## src/rtl/sync_fifo.sv

```systemverilog
// Single-clock byte FIFO with registered read data and
// registered full/empty/almost-full/almost-empty flags.
module sync_fifo #(
    parameter int DATA_WIDTH = 8,
    parameter int DEPTH      = 16,
    parameter int AF_MARGIN  = 2,
    parameter int AE_MARGIN  = 2
) (
    input  logic                  clk,
    input  logic                  reset,
    input  logic                  write_en,
    input  logic [DATA_WIDTH-1:0] write_data,
    output logic                  full,
    output logic                  A_full,
    input  logic                  read_en,
    output logic [DATA_WIDTH-1:0] read_data,
    output logic                  empty,
    output logic                  A_empty
);

    localparam int AW = $clog2(DEPTH);
    localparam int CW = AW + 1;

    localparam logic [CW-1:0] CNT_FULL = CW'(DEPTH);
    localparam logic [CW-1:0] AF_LVL   = CW'(DEPTH - AF_MARGIN);
    localparam logic [CW-1:0] AE_LVL   = CW'(AE_MARGIN);
    localparam logic [CW-1:0] CNT_ONE  = CW'(1);
    localparam logic [AW-1:0] PTR_ONE  = AW'(1);

    logic [DATA_WIDTH-1:0] mem [DEPTH];

    logic [AW-1:0] wr_ptr;
    logic [AW-1:0] rd_ptr;
    logic [CW-1:0] count;
    logic [CW-1:0] count_nxt;

    logic wr_acc;
    logic rd_acc;

    // Acceptance uses the registered flags, i.e. pre-edge state.
    assign wr_acc = write_en && !full;
    assign rd_acc = read_en && !empty;

    // Occupancy after this edge; flags are decoded from it.
    always_comb begin
        count_nxt = count;
        unique case ({wr_acc, rd_acc})
            2'b10:   count_nxt = count + CNT_ONE;
            2'b01:   count_nxt = count - CNT_ONE;
            default: count_nxt = count;
        endcase
    end

    // Storage array; contents are deliberately not reset.
    always_ff @(posedge clk) begin
        if (wr_acc) begin
            mem[wr_ptr] <= write_data;
        end
    end

    // Pointers, occupancy, registered read data and status flags.
    always_ff @(posedge clk or negedge reset) begin
        if (!reset) begin
            wr_ptr    <= '0;
            rd_ptr    <= '0;
            count     <= '0;
            read_data <= '0;
            full      <= 1'b0;
            A_full    <= 1'b0;
            empty     <= 1'b1;
            A_empty   <= 1'b1;
        end else begin
            if (wr_acc) begin
                wr_ptr <= wr_ptr + PTR_ONE;
            end
            if (rd_acc) begin
                rd_ptr    <= rd_ptr + PTR_ONE;
                read_data <= mem[rd_ptr];
            end
            count   <= count_nxt;
            full    <= (count_nxt == CNT_FULL);
            empty   <= (count_nxt == '0);
            A_full  <= (count_nxt >= AF_LVL);
            A_empty <= (count_nxt <= AE_LVL);
        end
    end

endmodule

```

## config.mk

```make
export PLATFORM = sky130hd
export DESIGN_NAME = sync_fifo
export DESIGN_NICKNAME = d
export VERILOG_FILES = /design/src/rtl/sync_fifo.sv
export SDC_FILE = /design/constraint.sdc
export NUM_CORES = 1
export LEC_CHECK = 0
export CAP_MARGIN = 15
export CORE_MARGIN = 2
export CORE_UTILIZATION = 40
export CTS_CLUSTER_SIZE = 30
export DETAILED_ROUTE_END_ITERATION = 10
export GPL_TIMING_DRIVEN = 0
export PLACE_DENSITY = 0.6
export SKIP_LAST_GASP = 1
export SLEW_MARGIN = 20
export SYNTH_ARGS = -nofsm -noshare
export SYNTH_HDL_FRONTEND = slang
export SYNTH_SLANG_ARGS = --single-unit
```

## constraint.sdc

```tcl
create_clock -name clk -period 2.5 [get_ports clk]
set_input_delay 0.25 -clock clk [delete_from_list [all_inputs] [get_ports clk]]
set_output_delay 0.25 -clock clk [all_outputs]
set_load 0.01 [all_outputs]
```

==> impl_metrics.ini <==
[sta]
finalCritPeriodShare_pct = 98.7
fin_tns_setup_ns = 0
skew_ns = 0.00651
holdWs_ns = 0.373
setup_viol = 0
max_freq_mhz = 405
maxSlewViolCount = 0
slew_headroom_pct = 49.9
layout_min_cycle_time_ns = 2.47
tightest_slew_ns = 0.748
rsz0062_at_grt = true
hold_viol = 0

[worst_setup_path]
critPathArrivalTime_ns = 2.80
worst-setup-path-type = flip-flop to flip-flop
startpoint_type = flip-flop
r2r_slack_ns = 0.03
path_max_fanout = 5
required_ns = 2.83
worstSetupEndpointType = flip-flop

[final_layout]
final_common_cell = edfxtp_1
final_cell_mix = edfxtp_1 (128), mux4_2 (26), dfrtp_1 (23)
syn2layout_area_growth_pct = 20.6
fin_cells = 599
fillers = 1224
final_util_pct = 49.3
n_antenna_cell = 0
nets = 419
drive_gt1_share_pct = 24.1

[clocking]
cts_inserted_buffers = 17
cts_tree = built
clk_pin_slew_ns = 0.06
clockBufferDepth = 2
cts_sinks = 153
htreeDepth = 4
clkLatencyLatePin_ns = 0.42
clock-root-buffer = clkbuf_16

[detailed_routing]
drc = 0
firstDrtPassIters = 4
wl_per_cell_um = 20.9
antenna_left = 0
routed_via_density = 5.28
drt_iter0_markers = 329
routed_wl_mm = 12.5
vias = 3161

[synth]
synth_warnings = 0
seq_area_frac_synth_pct = 72.2
ys.flop_type = edfxtp_1
synth_top_area_cell = edfxtp_1
netlist_instances = 348
synth.area.top_cells = edfxtp_1 (62%), mux4_2 (9.4%), dfrtp_1 (9.3%)
ys_ff_latch = 153
yosysUniqueCellTypes = 39
syn_avg_cell_area_um2 = 17.8
synth_area_um2 = 6200
synth_nets = 369
synth_edf_count = 128
synth_top_area_share_pct = 62.0
async_flop_share_pct = 16.3

[power]
leakage_nw = 2.54
ir_drop_mv = 0.557
p_per_area_nw_per_um2 = 1190

[global_routing]
grt_pass1_wl_mm = 19.4
grt_pass1_vias = 3221
antenna_found_initial = 0
grtUsageTotal_pct = 16.5
grt_start_max_net_pins = 26
overflow = 0

[worst_hold_path]
hold_class = input port to asynchronous set/reset pin

[floorplanning]
rows = 45
die_area_um2 = 16500
pin_count = 24
die_y_um = 128
die_w_um = 128
start_util_pct = 40.9
core_region_area_um2 = 15100

[placed_design]
gp_congestion = 0.803
io_buffers = 23
placed_cells = 559
hpwlAfterDp_mm = 8.18

[flow_run]
cap_violations = 0

[outcome]
status = completed
-- registers in the layout, summed over array words and instances, names as in the netlist --
name	cells
mem	128
read_data	8
count	5
rd_ptr	4
wr_ptr	4
A_empty	1
A_full	1
empty	1
full	1
-- final cells by class --
class,instances,area [um^2],area share (%)
repair buffers,31,292,3.90
clock buffers,17,425,5.69
flip-flops and latches,153,4470,59.8
well taps,188,235,3.15
plain buffers,15,103,1.37
clock inverters,15,203,2.71
inverters,7,30.0,0.402
multi-input cells,173,1710,22.9
-- per-layer routing --
layer  share of wire (%)  wire length (um)  GRT usage (%)  vias to the layer above
li1                    -                 -              -                     1458
met5                   0                 0              0                        -
met1                  48              5990           22.8                     1629
met2                  47              5940           25.3                       60
met3                 3.2               406           3.91                       14
met4                 1.6               202           6.98                        0
-- Yosys cell counts, types with 2 or more instances --
cell type,n
nor2_1,12
nor2b_1,15
nor3b_1,3
nand2_1,10
nor4_1,6
buf_2,8
xor2_1,4
a21oi_1,10
and2_1,16
mux2i_1,12
dfstp_2,2
nand4_1,2
buf_4,4
inv_1,7
clkbuf_1,2
edfxtp_1,128
o21ai_0,10
ha_1,9
dfrtp_1,23
a211oi_1,12
xnor2_1,7
mux4_2,26
nand2b_1,4
-- final timing paths --
path / from / depth (start not counted) / endpoint
hold reg to reg: read_data[4] / 2 / read_data[4]
hold / removal: reset / 2 / count[2]
min in group clk: read_data[4] / 2 / read_data[4]
setup reg to reg: full / 13 / A_empty
max in group asynchronous: reset / 2 / wr_ptr[2]
setup / recovery: full / 13 / A_empty
-- critical path, cell delays in order (launching register included) --
cell and delay (ns):
dfrtp_1 0.38, nor2b_1 0.14, clkbuf_8 0.16, clkinvlp_4 0.11, ha_4 0.18, buf_8 0.12
buf_6 0.12, buf_4 0.13, buf_4 0.14, nor3b_2 0.15, a41oi_2 0.21, a21oi_4 0.10
xor2_4 0.18, a2111oi_4 0.27
-- through the flow --
stage               cell area, um^2  total power, W  setup WS (ns)
finish                         7470         0.00892         0.0313
global route                   7470         0.00936        -0.0884
CTS                            7390         0.00886         0.0117
detailed placement             6660         0.00609         -0.651
global placement               6660         0.00603         -0.649
floorplan                      6200         0.00521         0.0166
-- report_power, final --
part	switching [W]	leakage, nW	total (W)	internal, W
Clock	0.00102	0.291	0.00269	0.00167
Sequential	0.000221	1.45	0.00342	0.00320
Combinational	0.00152	0.795	0.00280	0.00128
Total	0.00277	2.54	0.00892	0.00615
-- cell families (layout without fill, tap and decap cells) --
group	Yosys count	count (layout)	share of synthesized area, %
AOI/OAI and AO/OA	41	41	4.46
xor gates and xnor gates	11	11	1.55
adders and majority gates	9	9	1.82
buffers and inverters	22	85	1.76
DFF	153	153	72.2
muxes	38	38	11.4
and+or+nand+nor	74	74	6.86
-- repair_timing --
action                                 4_1_cts  5_1_grt
gates resized for setup                     13       11
hold buffers                                 1        0
setup endpoints to repair                    6        5
buffers inserted                             5        2
pin swaps                                    4        9
endpoints found under the hold margin       23        0
(Power assumes the default switching activity.)
